[config.mk]
export PLATFORM = sky130hd
export DESIGN_NAME = cache_refill_ctrl
export DESIGN_NICKNAME = d
export VERILOG_FILES = /design/src/rtl/basic_cache_params.sv /design/src/rtl/cache_ctrl_pkg.sv /design/src/rtl/cache_refill_ctrl.sv
export SDC_FILE = /design/constraint.sdc
export NUM_CORES = 1
export LEC_CHECK = 0
export ABC_AREA = 1
export CORE_AREA = 2 2 193 195
export DETAILED_ROUTE_END_ITERATION = 16
export DIE_AREA = 0 0 195 197
export SLEW_MARGIN = 20
export SYNTH_ARGS = -nofsm -noshare
export SYNTH_HDL_FRONTEND = slang
export SYNTH_SLANG_ARGS = --single-unit
[constraint.sdc]
create_clock -name clk -period 2 [get_ports clk]
set_input_delay 0.6 -clock clk [delete_from_list [all_inputs] [get_ports clk]]
set_output_delay 0.6 -clock clk [all_outputs]
set_load 0.005 [all_outputs]
[src/rtl/basic_cache_params.sv]
// Geometry of the 64-bit direct-mapped basic_cache this controller fronts.
package basic_cache_params;
  localparam int unsigned aligned_addr_size = 40;
  localparam int unsigned data_size         = 64;
endpackage

[src/rtl/cache_ctrl_pkg.sv]
// Shared types and widths for the blocking cache refill controller.
package cache_ctrl_pkg;
  localparam int unsigned CC_ADDR_W = basic_cache_params::aligned_addr_size;
  localparam int unsigned CC_DATA_W = basic_cache_params::data_size;
  localparam int unsigned PERF_W    = 32;

  typedef enum logic [2:0] {
    ST_IDLE,
    ST_LOOKUP,
    ST_MEM_REQ,
    ST_MEM_WAIT,
    ST_FILL,
    ST_RESP
  } refill_state_t;
endpackage

[src/rtl/cache_refill_ctrl.sv]
// Blocking miss handler: hit returns 2 cycles after accept, miss refills via memory then responds.
// One request in flight; req_ready low until the response handshake, response/mem request held under stall.
module cache_refill_ctrl
  import cache_ctrl_pkg::*;
#(
  parameter int unsigned ADDR_W = CC_ADDR_W,
  parameter int unsigned DATA_W = CC_DATA_W
) (
  input  logic              clk,
  input  logic              rst,
  input  logic              req_valid,
  output logic              req_ready,
  input  logic [ADDR_W-1:0] req_addr,
  output logic              resp_valid,
  input  logic              resp_ready,
  output logic [DATA_W-1:0] resp_data,
  output logic              resp_error,
  output logic [ADDR_W-1:0] cache_raddr,
  input  logic [DATA_W-1:0] cache_rdata,
  input  logic              cache_lookup_valid,
  output logic              cache_we,
  output logic [ADDR_W-1:0] cache_waddr,
  output logic [DATA_W-1:0] cache_wdata,
  output logic              mem_req_valid,
  input  logic              mem_req_ready,
  output logic [ADDR_W-1:0] mem_req_addr,
  input  logic              mem_resp_valid,
  input  logic [DATA_W-1:0] mem_resp_data,
  input  logic              mem_resp_error,
  output logic [31:0]       perf_hits,
  output logic [31:0]       perf_misses
);

  refill_state_t     r_state;
  refill_state_t     w_state_nxt;
  logic [ADDR_W-1:0] r_addr;
  logic [DATA_W-1:0] r_data;
  logic              r_err;
  logic [PERF_W-1:0] r_hits;
  logic [PERF_W-1:0] r_misses;

  always_ff @(posedge clk or negedge rst) begin
    if (!rst) begin
      r_state  <= ST_IDLE;
      r_addr   <= '0;
      r_data   <= '0;
      r_err    <= 1'b0;
      r_hits   <= '0;
      r_misses <= '0;
    end else begin
      r_state <= w_state_nxt;
      case (r_state)
        ST_IDLE: begin
          if (req_valid) r_addr <= req_addr;
        end
        ST_LOOKUP: begin
          if (cache_lookup_valid) begin
            r_data <= cache_rdata;
            r_err  <= 1'b0;
            r_hits <= r_hits + PERF_W'(1);
          end else begin
            r_misses <= r_misses + PERF_W'(1);
          end
        end
        ST_MEM_WAIT: begin
          // Faulting data is zeroed so nothing stale can leak out on resp_data.
          if (mem_resp_valid) begin
            r_data <= mem_resp_error ? '0 : mem_resp_data;
            r_err  <= mem_resp_error;
          end
        end
        default: ;
      endcase
    end
  end

  always_comb begin
    w_state_nxt   = r_state;
    req_ready     = 1'b0;
    resp_valid    = 1'b0;
    mem_req_valid = 1'b0;
    cache_we      = 1'b0;
    cache_raddr   = r_addr;
    case (r_state)
      ST_IDLE: begin
        // Lookup is launched from the raw request so the cache answers in LOOKUP.
        req_ready   = rst;
        cache_raddr = req_addr;
        if (req_valid) w_state_nxt = ST_LOOKUP;
      end
      ST_LOOKUP: begin
        w_state_nxt = cache_lookup_valid ? ST_RESP : ST_MEM_REQ;
      end
      ST_MEM_REQ: begin
        mem_req_valid = 1'b1;
        if (mem_req_ready) w_state_nxt = ST_MEM_WAIT;
      end
      ST_MEM_WAIT: begin
        if (mem_resp_valid) w_state_nxt = mem_resp_error ? ST_RESP : ST_FILL;
      end
      ST_FILL: begin
        cache_we    = 1'b1;
        w_state_nxt = ST_RESP;
      end
      ST_RESP: begin
        resp_valid = 1'b1;
        if (resp_ready) w_state_nxt = ST_IDLE;
      end
      default: w_state_nxt = ST_IDLE;
    endcase
  end

  assign resp_data    = r_data;
  assign resp_error   = r_err;
  assign mem_req_addr = r_addr;
  assign cache_waddr  = r_addr;
  assign cache_wdata  = r_data;
  assign perf_hits    = r_hits;
  assign perf_misses  = r_misses;

endmodule

==> results of run 1 <==
final cells by class:
type | instances | area (sq um)
fill | 3527 | 18700
clock inverter | 12 | 160
timing repair buffer | 727 | 7230
tap | 468 | 586
inverter | 115 | 444
sequential | 172 | 4320
clock buffer | 20 | 457
antenna | 1 | 2.50
multi-input combinational | 907 | 4370
metrics by stage:
step | power [mW] | setup WS [ps] | cell area, sq um
2_1_floorplan | 10.5 | 222 | 9780
3_3_place_gp | 17.0 | -570 | 14900
3_5_place_dp | 17.0 | -563 | 14900
4_1_cts | 21.3 | -370 | 16300
5_1_grt | 24.7 | -438 | 17600
6_report | 23.3 | -343 | 17600
how the worst min path moves through the flow:
stage	from	to	slack [ps]	cells past startpoint
floorplan	rst	cache_waddr[0]	300	0
global placement	resp_error	resp_error	460	2
detailed placement	resp_error	resp_error	480	2
CTS	rst	cache_wdata[15]	70	2
global route	rst	cache_waddr[2]	70	2
finish	rst	cache_waddr[2]	100	2
state kept, by name, summed over array words and instances, names as in the netlist:
register,count
resp_error,1
perf_misses,32
r_state,3
cache_wdata,64
cache_waddr,40
perf_hits,32
power breakdown:
part / leakage, nW / internal, mW / switching (mW) / total, mW
Clock: 0.295 / 2.05 / 1.48 / 3.53
Combinational: 7.56 / 7.75 / 6.34 / 14.1
Sequential: 2.18 / 4.66 / 1.02 / 5.68
worst max-delay path, delay by kind of cell, from the launching register on:
kind | cells | cell delay [ps]
AO/OA/AOI/OAI | 1 | 110
AND/OR/NAND/NOR | 2 | 300
flip-flops | 1 | 410
buffers and inverters | 3 | 480
metal layers:
layer  track usage  vias up
met2         0.344      357
met5             0        -
met1         0.242     5155
met4        0.0639        2
met3        0.0510       56
li1              -     5281
layout by cell type (no fill, tap or decap), types with 8 or more instances in the layout:
cell / netlist / layout
nor3_1: 17 / 15
buf_12: 0 / 17
dfrtp_1: 172 / 157
clkdlybuf4s50_1: 0 / 274
clkbuf_16: 0 / 27
inv_1: 111 / 107
o21ai_0: 85 / 45
nand2_1: 555 / 506
o21ai_2: 0 / 32
nand2_4: 1 / 9
o21ai_1: 1 / 8
xor2_1: 19 / 19
nand4_1: 19 / 19
dlymetal6s2s_1: 0 / 103
dfrtp_2: 0 / 15
nor2_1: 68 / 63
dlygate4sd2_1: 0 / 70
nand2_2: 2 / 41
buf_2: 19 / 43
nand3_1: 99 / 98
xnor2_1: 19 / 19
buf_6: 6 / 17
buf_4: 105 / 181
cells by family (layout without fill, tap and decap cells):
kind of cell / after synthesis / count (layout) / synth area share
xor gates and xnor gates: 38 / 38 / 0.0340
and+or+nand+nor: 774 / 774 / 0.324
adders and majority gates: 2 / 2 / 0.00256
DFF: 172 / 172 / 0.440
buffers and inverters: 270 / 874 / 0.151
AOI/OAI and AO/OA: 93 / 93 / 0.0484
other: 0 / 1 / 0
timing repair:
item,in CTS,in global routing
cloned,3,16
pin swaps,4,12
gates resized for setup,352,199
buffers inserted,109,42
setup endpoints to repair,219,236
==> results by group, run 1 <==
Global route
  – First-pass GRT wire length: 59,200 microns
  – Total Routing Usage GR: 0.199
  – Largest net degree at the start of global routing: 108
  – Initial antenna violation count: 2
  – Vias in the first global route: 10.5k
  – Remaining Overflow, GRT: 0

Cells and area
  – Nets@finish: 2,118
  – Area growth from synthesis to layout: 79.7%
  – Util after Layout: 0.485
  – Fin cells: 2,422
  – Layout cells sized above 1: 0.223

Critical path
  – Crit path to: cache_raddr[11]
  – R2R depth: 14
  – Reg2reg end: cache_wdata[54]
  – Kind of critical path: register to primary output
  – CP Max Fanout: 7
  – Crit-path cells: nor2_4 > nand2_8 > buf_16 > clkbuf_16 > o21ai_1 > buf_2
  – Critical R2R Launch: r_state[0]
  – Crit. End Element: primary output
  – Worst EP arrival: 1740 ps
  – Max stage delay on crit path: 410 ps
  – Critical Path RT: 1400 ps
  – CP startpoint kind: register
  – R2R Setup Slk: -10 ps
  – Worst Setup SP: r_state[0]
  – Slowest-stage cell, CP: dfrtp_1

Synth
  – Top cell type's share of synthesized area: 0.440
  – #FFs+latches synth: 172
  – Mapped Cells: 1,349
  – Sequential area share after synthesis: 0.440
  – Top-count cell post-synth: nand2_1
  – Top area cells in the synthesized netlist: dfrtp_1 (44%), nand2_1 (21%), buf_4 (8.1%)
  – Cell Area, Synth: 9780 sq um
  – Syn Nets: 1,527
  – Post-synth ARST share: 1.00
  – Synth cell count leaders: nand2_1 (555), dfrtp_1 (172), inv_1 (111), buf_4 (105), nand3_1 (99)
  – Leading area contributor after synthesis: dfrtp_1
  – Avg Cell Area, Syn: 7.25 sq um
  – Top_reg_cell synth: dfrtp_1
  – Syn. warnings: 0
  – EDFF count, synth: 0
  – Count of different cell masters after synthesis: 28

Timing
  – Clock Skews: 12.7 ps
  – Setup violations, final: 52
  – Slew Limit Headroom: 0.518
  – RSZ-0062 raised after global routing: yes
  – Tcrit/Tclk final: 1.17
  – Setup tns final: -12,790 ps
  – Hold slack: 100 ps
  – Worst Slack Setup Final: -343 ps
  – Achievable frequency: 0.427 GHz
  – Fin crit period: 2340 ps
  – Pins Over Slew Limit: 0
  – Slew @ Worst Pin: 723 ps
  – Fin. Hold Viols: 0

Drt
  – Vias per std cell: 4.48
  – WL met3: 2570 microns
  – Detailed Route WL: 41,300 microns
  – Via count: 10.9k
  – Uppermost layer routed: met5
  – DR WL met2: 21,100 microns
  – DR iter-0 viols: 493
  – DR pass1 iterations: 5
  – DR WL/cell: 17.1 microns
  – Detail Route Antenna Nets: 0
  – Post-route DRC: 0
  – M1 wire length: 16,800 microns

Clock network
  – Htree depth: 4
  – Clk_lat worst skew: 440 ps
  – CTS hold repair buffers: 0
  – Root buffer cell: clkbuf_16
  – Clock transition at path regs: 70 ps
  – TritonCTS Buffers: 17
  – CTS tree: built
  – Max Root-Sink Buffers: 2
  – Clock Sinks: 172

Die
  – Initial cell density of the core: 0.270
  – Core area: 36,300 sq um
  – Die height: 197 microns
  – Die ar.: 38,400 sq um
  – I/O pin count: 493
  – Horiz. Die Dim: 195 microns
  – Rows: 70

Run status
  – Failing checks: negative setup slack
  – Status: complete, but fails checks

Power
  – Pleak: 10.0 nW
  – P per Cell Area: 1330 nW/um^2
  – Maximum vdd drop: 588 uV

Placed design
  – Routability cong.: 0.893
  – Dpl cells: 2,224
  – Port buffer count: 492
  – Post-DP HPWL: 27,900 microns

Flow run
  – Max-cap violation count: 0

Hold path
  – Hold/Removal Path Class: input port to async pin
(Power assumes the default switching activity.)
==> inputs of run 2 (changes only) <==
Settings changed: ABC_AREA 1 to default.
==> results by group, run 2 <==
Placed design
  – Placed inst area: 14,000 sq um (-6.0%)
  – Post-place setup slack: -484 ps (+78.3 ps)
  – Routability cong.: 0.801 (-10%)
  – Port buffer count: 492 (unchanged)
  – Post-DP HPWL: 24,100 microns (-14%)

Cells and area
  – Final instance area: 16,300 sq um (-7.3%)
  – Layout cells sized above 1: 0.277 (+0.0538)
  – Area of the multi-input gates: 4040 sq um (-7.6%)
  – Ant. Diodes: 0 (-1)
  – Most common cell after layout, fill and taps aside: clkdlybuf4s50_1
  – Nets@finish: 1,579 (-25%)
  – Commonest non-fill, non-tap cells in the layout: clkdlybuf4s50_1 (272), dfrtp_1 (152), a21oi_1 (128)
  – Area growth from synthesis to layout: 81.6%
  – Number of flip-flops in the largest register: 64 (unchanged)
  – Reg area: 4330 sq um (+0.14%)
  – FILL cells: 3,397 (-3.7%)

Clock network
  – CTS tree: built
  – TritonCTS Buffers: 17 (unchanged)
  – Clk_lat worst skew: 450 ps (about the same)
  – CTS hold repair buffers: 0 (unchanged)
  – Clock transition at path regs: 80 ps (about the same)
  – Max Root-Sink Buffers: 2 (unchanged)
  – Clock Sinks: 172 (unchanged)
  – Root buffer cell: clkbuf_16
  – Htree depth: 4 (unchanged)

Drt
  – Via count: 8,443 (-22%)
  – Vias per std cell: 4.49 (+0.13%)
  – Detail Route Antenna Nets: 0 (unchanged)
  – Post-route DRC: 0 (unchanged)
  – DR pass1 iterations: 4 (-1)
  – DR iter-0 viols: 219 (-56%)
  – DR WL/cell: 18.7 microns (+9.7%)
  – Detailed Route WL: 35,200 microns (-15%)

Power
  – Maximum vdd drop: 574 uV (-2.4%)
  – Pleak: 7.60 nW (-24%)
  – P per Cell Area: 1320 nW/um^2 (-0.10%)

Synth
  – Avg Cell Area, Syn: 10.2 sq um (+41%)
  – Cell Area, Synth: 8970 sq um (-8.3%)
  – Count of different cell masters after synthesis: 37 (+32%)
  – Top cell type's share of synthesized area: 0.480 (+0.0399)
  – Mapped Cells: 876 (-35%)
  – Sequential area share after synthesis: 0.480 (+0.0399)
  – Synth cell count leaders: dfrtp_1 (172), a21oi_1 (130), buf_4 (104), mux2_2 (81), nor2_1 (77)
  – Top area cells in the synthesized netlist: dfrtp_1 (48%), mux2_2 (10%), buf_4 (8.7%)
  – Syn Nets: 1,054 (-31%)
  – #FFs+latches synth: 172 (unchanged)
  – Top_reg_cell synth: dfrtp_1
  – Top-count cell post-synth: dfrtp_1
  – Syn. warnings: 0 (unchanged)
  – EDFF count, synth: 0 (unchanged)
  – Post-synth ARST share: 1.00 (unchanged)
  – Leading area contributor after synthesis: dfrtp_1

Timing
  – Slew @ Worst Pin: 684 ps (-39.0 ps)
  – Tcrit/Tclk final: 1.26 (+0.0916)
  – Fin crit period: 2530 ps (+183 ps)
  – Clock Skews: 15.8 ps (+3.12 ps)
  – RSZ-0062 raised after global routing: yes
  – Achievable frequency: 0.396 GHz (-7.3%)
  – Slew Limit Headroom: 0.540 (+0.0218)
  – Setup tns final: -19,800 ps (-7010 ps)
  – Worst Slack Setup Final: -526 ps (-183 ps)
  – Fin. Hold Viols: 0 (unchanged)
  – Setup violations, final: 43 (-17%)
  – Pins Over Slew Limit: 0 (unchanged)

Critical path
  – Worst EP arrival: 1930 ps (+190 ps)
  – R2R depth: 7 (-7)
  – Critical Path RT: 1400 ps (about the same)
  – Slowest-stage cell, CP: dfrtp_1
  – Crit-path cells: nor3_4 > buf_6 > buf_12 > buf_12 > mux2_4 > buf_6
  – Max stage delay on crit path: 410 ps (about the same)
  – Kind of critical path: register to primary output
  – Reg2reg end: perf_misses[26]
  – Crit. End Element: primary output
  – CP startpoint kind: register
  – R2R Setup Slk: -10 ps (about the same)
  – CP Max Fanout: 6 (-1)
  – Critical R2R Launch: r_state[1]

Global route
  – Initial antenna violation count: 1 (-1)
  – Vias in the first global route: 8,357 (-20%)
  – First-pass GRT wire length: 50,200 microns (-15%)
  – Remaining Overflow, GRT: 0 (unchanged)
  – Largest net degree at the start of global routing: 90 (-17%)
  – Total Routing Usage GR: 0.173 (-0.0261)

Die
  – Initial cell density of the core: 0.247 (-0.0224)
  – Horiz. Die Dim: 195 microns (unchanged)
  – Die height: 197 microns (unchanged)
  – Core area: 36,300 sq um (unchanged)
  – I/O pin count: 493 (unchanged)
  – Die ar.: 38,400 sq um (unchanged)
  – Rows: 70 (unchanged)

Hold path
  – Hold/Removal Path Class: input port to async pin

Flow run
  – Max-cap violation count: 0 (unchanged)

Run status
  – Failing checks: negative setup slack
  – Status: complete, but fails checks
==> run 2: cell families (layout without fill, tap and decap cells) <==
logic type	Yosys count	count (layout)	share of synthesized area
buf+inv	158	696	0.110
simple gates	264	264	0.167
fa+ha+maj	2	2	0.00279
mux	82	82	0.103
xor+xnor	62	62	0.0606
compound gates	136	136	0.0769
flops	172	172	0.480
==> run 2: per-stage QoR <==
| stage | utilization | instances | power, mW | hold WS, ps |
|---|---|---|---|---|
| 2_1_floorplan | - | 876 | 10.4 | 304 |
| 3_3_place_gp | 0.387 | 1734 | 16.5 | 464 |
| 3_5_place_dp | 0.387 | 1734 | 16.6 | 483 |
| 4_1_cts | 0.434 | 1850 | 21.8 | 186 |
| 5_1_grt | 0.449 | 1882 | 22.8 | 211 |
| 6_report | 0.449 | 1882 | 21.6 | 154 |
==> run 2: power by group <==
part           internal [mW]  switching (mW)
logic                   7.73            4.57
clock network           1.79            1.67
registers               4.69            1.12
==> run 2: worst max-delay path, delay by kind of cell, from the launching register on <==
| family | cells | cell delay [ps] |
|---|---|---|
| flops | 1 | 410 |
| simple gates | 1 | 230 |
| mux | 1 | 330 |
| buf+inv | 4 | 510 |
==> run 2: final cells by class <==
type,count,share of cell area
tap,468,0.0360
timing repair buffer,659,0.412
multi-input combinational,546,0.248
clock inverter,15,0.0108
clock buffer,17,0.0261
sequential,172,0.266
inverter,5,0.00131
==> run 2: layer usage <==
layer	up-vias	share of wire	track usage
li1	3987	-	-
met1	4080	0.39	0.192
met4	2	0.023	0.0543
met3	35	0.076	0.0537
met2	339	0.51	0.313
met5	-	0.00037	0
==> run 2: worst max-delay path by stage <==
stage	slack (ps)	end	startpoint	cells after the start
3_3_place_gp	-470	perf_misses[11]	cache_lookup_valid	6
6_report	-530	cache_raddr[18]	r_state[2]	6
2_1_floorplan	10	perf_misses[26]	cache_lookup_valid	5
3_5_place_dp	-480	perf_misses[11]	cache_lookup_valid	6
4_1_cts	-610	cache_raddr[12]	r_state[2]	7
5_1_grt	-610	cache_raddr[7]	r_state[2]	6
==> run 2: what timing repair did <==
item	4_1_cts	5_1_grt
setup buffers	79	35
setup endpoints to repair	200	276
cloned	6	4
pin swaps	24	27
gates resized for setup	428	118
